### src/rtl/adder_arbiter_pkg.sv
// Shared constants for the adder arbiter: FSM state encoding and default sizing.
package adder_arbiter_pkg;

  localparam int DEFAULT_SIZE    = 4;
  localparam int DEFAULT_NUM_REQ = 4;
  localparam int DEFAULT_ID_W    = 2;

  typedef enum logic [1:0] {
    IDLE = 2'd0,
    EXEC = 2'd1,
    RESP = 2'd2
  } state_t;

endpackage

### src/rtl/Adder.sv
// Shared unsigned adder; sum carries the carry-out in its top bit.
module Adder #(
  parameter int SIZE = 4
) (
  input  logic [SIZE-1:0] a,
  input  logic [SIZE-1:0] b,
  output logic [SIZE:0]   sum
);

  assign sum = {1'b0, a} + {1'b0, b};

endmodule

### src/rtl/rr_picker.sv
// Combinational round-robin picker: first set bit of req searching upward from ptr,
// wrapping modulo NUM_REQ.
module rr_picker #(
  parameter int NUM_REQ = 4,
  parameter int ID_W    = 2
) (
  input  logic [NUM_REQ-1:0] req,
  input  logic [ID_W-1:0]    ptr,
  output logic [ID_W-1:0]    winner,
  output logic               any_req
);

  localparam int            PW        = ID_W + 1;
  localparam logic [PW-1:0] NUM_REQ_W = PW'(NUM_REQ);

  logic [2*NUM_REQ-1:0] rotated;
  logic [PW-1:0]        offset;
  logic [PW-1:0]        pos;

  always_comb begin
    // Doubling req lets a plain right shift perform the rotation.
    rotated = {req, req} >> ptr;
    offset  = '0;
    for (int k = NUM_REQ - 1; k >= 0; k--) begin
      if (rotated[k]) offset = PW'(k);
    end
    pos = {1'b0, ptr} + offset;
    if (pos >= NUM_REQ_W) pos = pos - NUM_REQ_W;
    winner  = pos[ID_W-1:0];
    any_req = |req;
  end

endmodule

### src/rtl/adder_arbiter.sv
// Round-robin arbiter sharing one Adder among NUM_REQ requesters; one transaction
// runs IDLE -> EXEC -> RESP and returns the sum with the owner's id.
module adder_arbiter
  import adder_arbiter_pkg::*;
#(
  parameter int SIZE    = DEFAULT_SIZE,
  parameter int NUM_REQ = DEFAULT_NUM_REQ,
  parameter int ID_W    = DEFAULT_ID_W
) (
  input  logic                    clk,
  input  logic                    rst_n,
  input  logic [NUM_REQ-1:0]      req,
  input  logic [NUM_REQ*SIZE-1:0] op_a,
  input  logic [NUM_REQ*SIZE-1:0] op_b,
  output logic [NUM_REQ-1:0]      grant,
  output logic                    busy,
  output logic                    result_valid,
  input  logic                    result_ready,
  output logic [ID_W-1:0]         result_id,
  output logic [SIZE:0]           result_sum
);

  state_t              state_reg, state_next;
  logic [ID_W-1:0]     ptr_reg, ptr_next;
  logic [ID_W-1:0]     w_reg, w_next;
  logic [SIZE-1:0]     a_lat_reg, a_lat_next;
  logic [SIZE-1:0]     b_lat_reg, b_lat_next;
  logic [NUM_REQ-1:0]  grant_reg, grant_next;
  logic                busy_reg, busy_next;
  logic                valid_reg, valid_next;
  logic [ID_W-1:0]     id_reg, id_next;
  logic [SIZE:0]       sum_reg, sum_next;

  logic [SIZE-1:0]     op_a_arr [NUM_REQ];
  logic [SIZE-1:0]     op_b_arr [NUM_REQ];
  logic [ID_W-1:0]     pick_w;
  logic                any_req;
  logic [SIZE:0]       adder_sum;

  for (genvar gi = 0; gi < NUM_REQ; gi++) begin : g_unpack
    assign op_a_arr[gi] = op_a[gi*SIZE +: SIZE];
    assign op_b_arr[gi] = op_b[gi*SIZE +: SIZE];
  end

  rr_picker #(.NUM_REQ(NUM_REQ), .ID_W(ID_W)) u_picker (
    .req     (req),
    .ptr     (ptr_reg),
    .winner  (pick_w),
    .any_req (any_req)
  );

  Adder #(.SIZE(SIZE)) u_adder (
    .a   (a_lat_reg),
    .b   (b_lat_reg),
    .sum (adder_sum)
  );

  always_comb begin
    state_next = state_reg;
    ptr_next   = ptr_reg;
    w_next     = w_reg;
    a_lat_next = a_lat_reg;
    b_lat_next = b_lat_reg;
    grant_next = '0;
    valid_next = valid_reg;
    id_next    = id_reg;
    sum_next   = sum_reg;
    case (state_reg)
      IDLE: begin
        if (any_req) begin
          grant_next = NUM_REQ'(1) << pick_w;
          a_lat_next = op_a_arr[pick_w];
          b_lat_next = op_b_arr[pick_w];
          w_next     = pick_w;
          ptr_next   = (pick_w == ID_W'(NUM_REQ - 1)) ? '0 : pick_w + 1'b1;
          state_next = EXEC;
        end
      end
      EXEC: begin
        sum_next   = adder_sum;
        id_next    = w_reg;
        valid_next = 1'b1;
        state_next = RESP;
      end
      RESP: begin
        if (result_ready) begin
          valid_next = 1'b0;
          state_next = IDLE;
        end
      end
      default: state_next = IDLE;
    endcase
    busy_next = (state_next != IDLE);
  end

  always_ff @(posedge clk or negedge rst_n) begin
    if (!rst_n) begin
      state_reg <= IDLE;
      ptr_reg   <= '0;
      w_reg     <= '0;
      a_lat_reg <= '0;
      b_lat_reg <= '0;
      grant_reg <= '0;
      busy_reg  <= 1'b0;
      valid_reg <= 1'b0;
      id_reg    <= '0;
      sum_reg   <= '0;
    end else begin
      state_reg <= state_next;
      ptr_reg   <= ptr_next;
      w_reg     <= w_next;
      a_lat_reg <= a_lat_next;
      b_lat_reg <= b_lat_next;
      grant_reg <= grant_next;
      busy_reg  <= busy_next;
      valid_reg <= valid_next;
      id_reg    <= id_next;
      sum_reg   <= sum_next;
    end
  end

  assign grant        = grant_reg;
  assign busy         = busy_reg;
  assign result_valid = valid_reg;
  assign result_id    = id_reg;
  assign result_sum   = sum_reg;

endmodule

### config.mk
export PLATFORM = sky130hd
export DESIGN_NAME = adder_arbiter
export DESIGN_NICKNAME = d
export VERILOG_FILES = /design/src/rtl/adder_arbiter_pkg.sv /design/src/rtl/Adder.sv /design/src/rtl/rr_picker.sv /design/src/rtl/adder_arbiter.sv
export SDC_FILE = /design/constraint.sdc
export NUM_CORES = 1
export LEC_CHECK = 0
export BUFFER_PORTS_ARGS = -buffer_cell sky130_fd_sc_hd__buf_2
export CAP_MARGIN = 20
export CELL_PAD_IN_SITES_DETAIL_PLACEMENT = 1
export CELL_PAD_IN_SITES_GLOBAL_PLACEMENT = 2
export CORE_MARGIN = 3
export CORE_UTILIZATION = 30
export DETAILED_ROUTE_END_ITERATION = 10
export PLACE_DENSITY = 0.82
export REMOVE_ABC_BUFFERS = 1
export SLEW_MARGIN = 5
export SYNTH_ARGS = -nofsm -noshare
export SYNTH_HDL_FRONTEND = slang
export SYNTH_SLANG_ARGS = --single-unit
### constraint.sdc
create_clock -name clk -period 3.2 [get_ports clk]
set_input_delay 0.32 -clock clk [delete_from_list [all_inputs] [get_ports clk]]
set_output_delay 0.32 -clock clk [all_outputs]
set_load 0.01 [all_outputs]
======== Yosys cells after proc, flatten, opt, wreduce, memory -nomap -nowiden ========
Cells that the tools add are included.
W data, S select, Z words.
cells by class
  reductions and logical operators ........ 6
  add/subtract/negate cells ............... 4
  $lt $le $gt $ge ......................... 2
  eq/ne operators ......................... 4
  mux-type cells .......................... 19
  bitwise operators ....................... 1
  shift operators ......................... 2
operator list
  kind                   number
  $mux W4                6
  $bmux W4 S2            2
  $mux W2                8
  $shr A8 B2 Y4          1
  $ge A3 B3 Y1 const B   2
  $pmux W2 S3            1
  $add A4 B4 Y5          1
  $eq A2 B2 Y1 const B   2
  $reduce_and A2 Y1      2
  $reduce_bool A2 Y1     2
  $reduce_or A4 Y1       1
  $shl A1 B2 Y4 const A  1
  $add A2 B2 Y3          1
  $not A2 Y3             1
  $add A2 B1 Y2 const B  1
  $eq A2 B1 Y1 const B   1
  $logic_not A2 Y1       1
  $ne A2 B2 Y1 const B   1
  $pmux W1 S2            1
  $sub A2 B1 Y2 const B  1
  $mux W1                1
storage, ports and cells
  flip-flop bits (word level) ............. 27
  output and inout port bits .............. 13
  input port bits ......................... 39
  logic and storage cells ................. 48

======== Depth between registers and ports, before layout ========
Gate-level depths: netlist of run 1.
  depth after elaboration ................. 12
  depth in mapped cells ................... 14

======== Cells and area by module ========
Synthesis of run 1 repeated with hierarchy kept, for this count alone.
unflattened totals
  cells, all modules ...................... 144
  area total of the unflattened synthesis .. 1,590.3 µm²
by module, submodules not included
  module         sequential area each (µm²)  cells each  area each (µm²)  times used
  adder_arbiter  675.6                       101         1,275.0          1
  rr_picker      0.0                         27          178.9            1
  Adder          0.0                         16          136.4            1

======== Worst setup path after synthesis of run 1 ========
OpenSTA, ideal clock, no wires.
  path kind ............................... reg2reg
  from .................................... reg ptr_reg[1]
  to ...................................... reg a_lat_reg[0]
  slack ................................... 0.750 ns
  setup time .............................. 0.095 ns
  buffers on the path ..................... 3
  stages on the path, launching flop included .. 12
  data required time ...................... 3.105 ns
  arrival time ............................ 2.355 ns
  path through ............................ dfrtp_1 -> buf_6 -> nand2b_1 -> a21oi_1 -> nor2_1 -> a21oi_1 -> a21oi_1 -> ha_1 -> clkbuf_1 -> clkbuf_1 -> a221oi_1 -> o31ai_1
on the way
  word-level cells in the longest chain between the ends .. 12
  elaborated cells on any way between the ends .. 13
  those cells by class .................... add/sub: 2; order compare: 1; shift: 1; mux: 8; bitwise: 1
ends and longest elaborated chain
  what                                                  RTL line              text
  start, declared                                       adder_arbiter.sv:24   logic [ID_W-1:0] ptr_reg, ptr_next;
  start signal, assigned                                adder_arbiter.sv:110  ptr_reg <= ptr_next;
  $shr A8 B2 Y4                                         rr_picker.sv:22       rotated = {req, req} >> ptr;
  $mux W2 (4 in series)                                 rr_picker.sv:25       if (rotated[k]) offset = PW'(k);
  $add A2 B2 Y3 (*)                                     rr_picker.sv:27       pos = {1'b0, ptr} + offset;
  $ge A3 B3 Y1 / $sub A2 B1 Y2 (equally long branches)  rr_picker.sv:28       if (pos >= NUM_REQ_W) pos = pos - NUM_REQ_W;
  $mux W2 (*)                                           rr_picker.sv:28
  via pick_w[0]                                         adder_arbiter.sv:36   logic [ID_W-1:0] pick_w;
  $not A2 Y3 (implied by the code) (*)                  adder_arbiter.sv:72   a_lat_next = op_a_arr[pick_w];
  $bmux W4 S2 (*)                                       adder_arbiter.sv:72
  $mux W4 (implied by the code) (*) (2 in series)       adder_arbiter.sv:72
  end signal, assigned                                  adder_arbiter.sv:112  a_lat_reg <= a_lat_next;
  end, declared                                         adder_arbiter.sv:26   logic [SIZE-1:0] a_lat_reg, a_lat_next;
The timed path passes the listed nets; every way through them passes the cells marked *. The select of a mux whose other input is x is not followed.
A chain may end at the register's enable or synchronous reset.

======== Worst setup path after layout of run 1 ========
  from .................................... reg ptr_reg[1]
  to ...................................... reg ptr_reg[1]
on the way
  word-level cells in the longest chain between the ends .. 10
  elaborated cells on any way between the ends .. 12
  those cells by class .................... add/sub: 3; order compare: 1; eq/ne: 1; shift: 1; mux: 6
ends and longest elaborated chain
  what                                                  RTL line             text
  $shr A8 B2 Y4                                         rr_picker.sv:22
  $mux W2 (4 in series)                                 rr_picker.sv:25
  $add A2 B2 Y3 (*)                                     rr_picker.sv:27
  $ge A3 B3 Y1 / $sub A2 B1 Y2 (equally long branches)  rr_picker.sv:28
  $mux W2 (*)                                           rr_picker.sv:28
  $add A2 B1 Y2 / $eq A2 B2 Y1 (equally long branches)  adder_arbiter.sv:75  ptr_next = (pick_w == ID_W'(NUM_REQ - 1)) ? '0 : pick_w + 1'b1;
  $mux W2 (*)                                           adder_arbiter.sv:75
Mark *: on every way between the ends. The rest lies on a longest branch, timed or not.

==> results.yml, run 1 <==
global_route:
  grt_pass1_vias: 1413
  grt_pass1_wl_um: 6960
  grt_overflow: 0
  antenna_found_initial: 0
  grt_start_max_net_pins: 38
  grt_usage_pct: 13.7
critical_path:
  start_kind: "flip-flop"
  r2r-end: "ptr_reg[1]$_DFFE_PN0P_"
  setup.worst_path.class: "reg -> reg"
  required_ps: 3370
  reg2regPathDepth: 13
  arrival_ps: 2850
  crit_start: "ptr_reg[1]$_DFFE_PN0P_"
  end_kind: "flip-flop"
  cp-endpoint: "ptr_reg[1]$_DFFE_PN0P_"
  ff2ff_setup_slack_ps: 520
  cp_max_fo: 11
  r2r-start: "ptr_reg[1]$_DFFE_PN0P_"
clocking:
  cts_hold_buf: 0
  clock-sinks: 27
  clk_latency_ps: 270
  cts_buffers: 3
  cts_setup_buffers: 0
  clk_pin_slew_worst_paths_ps: 90
  tritoncts: "done"
  clock_path_buffers: 2
  clockRootBuffer: "clkbuf_8"
  cts_resized: 0
  cts_max_level: 1
run_status:
  outcome: "completed"
final_layout:
  largest_reg_flops: 5
  final_common_cell: "buf_2"
  seqCellArea_um2: 676
  fin_nets: 266
  n_fill_cell: 646
  multi_input_area_um2: 932
  final_cell_mix: "51 x buf_2, 27 x dfrtp_1, 22 x nand2_1"
  drive_above_1_share_pct: 32.9
  num_antenna_cells: 0
  syn2layout_area_growth_pct: 20.7
power_and_ir_drop:
  total_power_w: 0.00208
  p_leak_nw: 0.948
  power_per_cell_area_nw_per_um2: 1010
  irDropWorstVdd_mv: 0.567
routing:
  drc: 0
  vias: 1417
  avgViaCountPerCell: 4.90
  drtIter0Drc: 65
  ant_nets: 0
  dr.pass1.iters: 4
  post_drt_wl_per_cell_um: 14.2
  drt-total-wl_um: 4120
timing:
  fin_crit_ps: 2680
  relSlewSlack_pct: 59.7
  fin_crit_sh_pct: 83.8
  max_freq_mhz: 373
  fin_setup_tns_ps: 0
  tightestPinTransition_ps: 600
  skew_ps: 2.81
  final-setup-viol-count: 0
  rsz0062_at_grt: "false"
  holdWs_ps: 46.6
  hold_viol: 0
  slew_violations: 0
logic_synthesis:
  synth_mux_area_share_pct: 2.58
  synth_compound_area_share_pct: 22.9
  yosys.area.top_type: "dfrtp_1"
  synthSimpleGateAreaFrac_pct: 21.8
  yosysWarnings: 0
  synth_edf_count: 0
  yosys.cell_types.count: 45
  synth.avg_cell_area_um2: 9.86
  synth_xor_area_share_pct: 2.06
  synth_cells: 172
  synth.cell_area_um2: 1700
  yosys-top-cells-area: "dfrtp_1 40%, nor2b_1 6.3%, nand2_1 4.9%"
  synth-seq-cells: 27
  synth_ff_type: "dfrtp_1"
  ys_seq_area_share_pct: 39.8
  synth_fa_ha_area_share_pct: 5.60
  synth_top_family_by_area: "compound AO/OA/AOI/OAI gates"
  synth_top_area_share_pct: 39.8
  ys_async_sr_fraction_pct: 100
floorplanning:
  die_h_um: 81.2
  core_um2: 5300
  pin_count: 52
  initial_utilization_pct: 32.0
  die_w_um: 81.2
  die_area_um2: 6590
  row_count: 26
worst_hold_path:
  holdCritPathClass: "in -> async"
job:
  drv_cap: 0
place:
  gp_congestion: 0.716
  io_buffers: 51
  dp_hpwl_um: 3210
-- worst max-delay path, stage by stage, from the launching register on --
cell	delay (ps)
dfrtp_1	520
nand2b_1	220
a21oi_1	150
nor2_1	50
a21oi_1	100
a21oi_1	80
ha_1	230
xnor2_1	210
nor4_4	490
nor2_2	110
inv_2	100
ha_1	220
nand2_1	60
nand2_1	50
-- Yosys cell counts (2+ instances only) --
cell type and number:
nor2b_1 17, buf_6 2, nand2_1 22, ha_1 6
a2111oi_1 8, a21oi_1 7, nor3_1 3, clkbuf_1 5
xor2_1 3, a221oi_1 8, o21ai_0 2, buf_2 2
o31ai_1 9, inv_1 6, a21o_1 2, dfrtp_1 27
o21ai_1 6, mux2_1 3, nand2b_1 2, inv_2 3
nor2_1 5
-- through the flow --
stage | worst slack, ps | cell area, um^2 | utilization (%) | cells
floorplan | 792 | 1640 | - | 162
global placement | 548 | 2000 | 37.7 | 285
detailed placement | 518 | 2000 | 37.7 | 285
CTS | 492 | 2050 | 38.6 | 289
global route | 182 | 2050 | 38.6 | 289
finish | 517 | 2050 | 38.6 | 289
-- power breakdown --
part           switching [W]  total (W)  leakage [nW]  internal (W)
clock network       0.000108   0.000196        0.0217     0.0000883
registers           0.000112   0.000619         0.335      0.000507
logic               0.000748    0.00126         0.591      0.000514
-- layer usage --
layer	share of wire [%]	GRT usage (%)	up-vias
met3	3.5	1.44	4
met1	51	20.1	668
met4	1.1	4.05	0
met2	45	21.2	33
li1	-	-	712
met5	0	0	-
-- final cells by class --
| class | count | share of cell area [%] |
|---|---|---|
| Sequential cell | 27 | 33.0 |
| Inverter | 9 | 1.65 |
| Clock inverter | 1 | 0.367 |
| Multi-Input combinational cell | 126 | 45.5 |
| Clock buffer | 3 | 2.02 |
| Timing Repair Buffer | 53 | 13.2 |
| Tap cell | 70 | 4.28 |
-- kinds of logic after synthesis --
logic type	Yosys count
AOI/OAI and AO/OA	48
buffers and inverters	19
xor gates and xnor gates	4
muxes	4
adders and majority gates	7
DFF	27
and+or+nand+nor	63
-- how the worst min path moves through the flow --
stage / endpoint / depth (start not counted)
after global placement: a_lat_reg[0]$_DFFE_PN0P_ / 1
after floorplan: a_lat_reg[0]$_DFFE_PN0P_ / 0
after detailed placement: a_lat_reg[1]$_DFFE_PN0P_ / 1
after CTS: ptr_reg[1]$_DFFE_PN0P_ / 1
after global routing: ptr_reg[1]$_DFFE_PN0P_ / 1
final: state_reg[1]$_DFF_PN0_ / 1
No activity file was read; power rests on OpenSTA's default activity.
==> run 2: changes to the inputs <==
Settings changed: CORE_UTILIZATION 30 to 28, PLACE_DENSITY 0.82 to 0.8.
Clock period 3.2 ns to 2.26 ns, I/O delays scaled along.
==> results.yml, run 2 (synthesized netlist as in run 1, its figures left out) <==
critical_path:
  arrival_ps: 2380
  setup.worst_path.class: "reg -> reg"
  cp_max_fo: 9
  end_kind: "flip-flop"
  required_ps: 2410
  start_kind: "flip-flop"
clocking:
  cts_max_level: 1
  tritoncts: "done"
  clk_pin_slew_worst_paths_ps: 90
  clock_path_buffers: 2
  clockRootBuffer: "clkbuf_8"
  clock-sinks: 27
  clk_latency_ps: 270
  cts_buffers: 3
routing:
  drc: 0
  post_drt_wl_per_cell_um: 15.3
  ant_nets: 0
  vias: 1524
  drt-total-wl_um: 4710
  drtIter0Drc: 41
  avgViaCountPerCell: 4.96
  dr.pass1.iters: 4
final_layout:
  num_antenna_cells: 0
  fin_nets: 282
  n_fill_cell: 665
  syn2layout_area_growth_pct: 42.8
  final_cell_mix: "51 x buf_2, 27 x dfrtp_1, 22 x nand2_1"
  drive_above_1_share_pct: 47.2
  largest_reg_flops: 5
  final_common_cell: "buf_2"
  finish.instance_area_um2: 2420
power_and_ir_drop:
  p_int_w: 0.00208
  netSwitchingPower_w: 0.00174
  p_seq_share_pct: 22.7
  total_power_w: 0.00383
  power_frac_clock_pct: 7.2
  p_comb_share_pct: 70.1
  power_per_cell_area_nw_per_um2: 1580
  p_leak_nw: 1.08
  swShare_pct: 45.5
  irDropWorstVdd_mv: 0.717
worst_hold_path:
  holdCritPathClass: "in -> reg"
timing:
  final-setup-viol-count: 0
  skew_ps: 5.55
  rsz0062_at_grt: "true"
  fin_crit_sh_pct: 98.5
  tightestPinTransition_ps: 609
  fin_crit_ps: 2230
  max_freq_mhz: 449
  hold_viol: 0
  slew_violations: 0
  relSlewSlack_pct: 59.4
job:
  drv_cap: 0
global_route:
  grt_start_max_net_pins: 38
  grt_pass1_vias: 1567
  grt_usage_pct: 13.0
  grt_pass1_wl_um: 7500
  grt_overflow: 0
  antenna_found_initial: 0
place:
  postPlaceCellArea_um2: 2130
  io_buffers: 51
  dp_hpwl_um: 3500
  gp_congestion: 0.724
floorplanning:
  row_count: 27
  die_h_um: 83.8
  pin_count: 52
  die_area_um2: 7030
  die_w_um: 83.8
  initial_utilization_pct: 29.9
  core_um2: 5680
run_status:
  outcome: "completed"
==> run 2: changes by cell type in the layout (fill, tap and decap cells not counted), sizes merged <==
cell / delta
clkbuf: +1
dlygate4sd3: +1
clkinvlp: -1
buf: +15
==> run 2: final cells by class <==
cell class	instances	area [um^2]	share of cell area, %
clock buffer	4	45.0	1.86
inverter	9	33.8	1.39
multi-input combinational	126	1160	48.0
sequential	27	676	27.9
tap	72	90.1	3.72
timing repair buffer	69	417	17.2
==> run 2: final timing paths <==
check / start / endpoint / slack, ps / cells after the start
setup / recovery: ptr_reg[1]$_DFFE_PN0P_ / a_lat_reg[0]$_DFFE_PN0P_ / 30 / 9
max in group asynchronous: rst_n / b_lat_reg[2]$_DFFE_PN0P_ / 1370 / 2
hold / removal: result_ready / state_reg[1]$_DFF_PN0_ / 220 / 3
hold reg to reg: state_reg[1]$_DFF_PN0_ / result_valid$_DFFE_PN0P_ / 480 / 1
setup reg to reg: ptr_reg[1]$_DFFE_PN0P_ / a_lat_reg[0]$_DFFE_PN0P_ / 30 / 9
min in group asynchronous: rst_n / result_sum[0]$_DFFE_PN0P_ / 490 / 2
==> run 2: critical path: stages, from the launching register on <==
cell	delay (ps)
dfrtp_1	410
buf_6	170
nor2_1	130
a21oi_2	70
a21oi_2	180
ha_4	220
xor2_4	220
nand4_4	210
a221oi_1	370
o31ai_1	110
==> run 2: timing repair <==
item / CTS / global route
gates resized for setup: 8 / 28
pin swaps: 3 / 9
setup endpoints to repair: 9 / 13
hold buffers: 1 / 0
endpoints found under the hold margin: 27 / 0
buffers inserted: 1 / 1
==> run 2: per-layer routing <==
metal	up-vias	wire, um	global-route usage, %
li1	751	-	-
met5	-	0	0
met1	738	2120	17.6
met4	0	53	3.95
met3	4	135	1.09
met2	31	2410	21.8
==> run 2: power groups by stage <==
| stage | registers [W] | clock network, W | logic, W |
|---|---|---|---|
| detailed placement | 0.000867 | 0 | 0.00210 |
| floorplan | 0.000900 | 0 | 0.00128 |
| global placement | 0.000863 | 0 | 0.00204 |
| finish | 0.000868 | 0.000275 | 0.00268 |
| global route | 0.000907 | 0.000300 | 0.00297 |
| CTS | 0.000859 | 0.000285 | 0.00222 |
==> run 2: stage by stage <==
step	TNS (ps)	hold slack (ps)	std cells	util, %	setup WS [ps]
CTS	0	224	307	39.2	5.67
global placement	-251	278	302	37.5	-97.9
detailed placement	-217	279	302	37.5	-66.0
floorplan	-1490	-69.6	162	-	-148
finish	0	225	307	42.7	34.0
global route	-314	242	307	42.7	-64.5
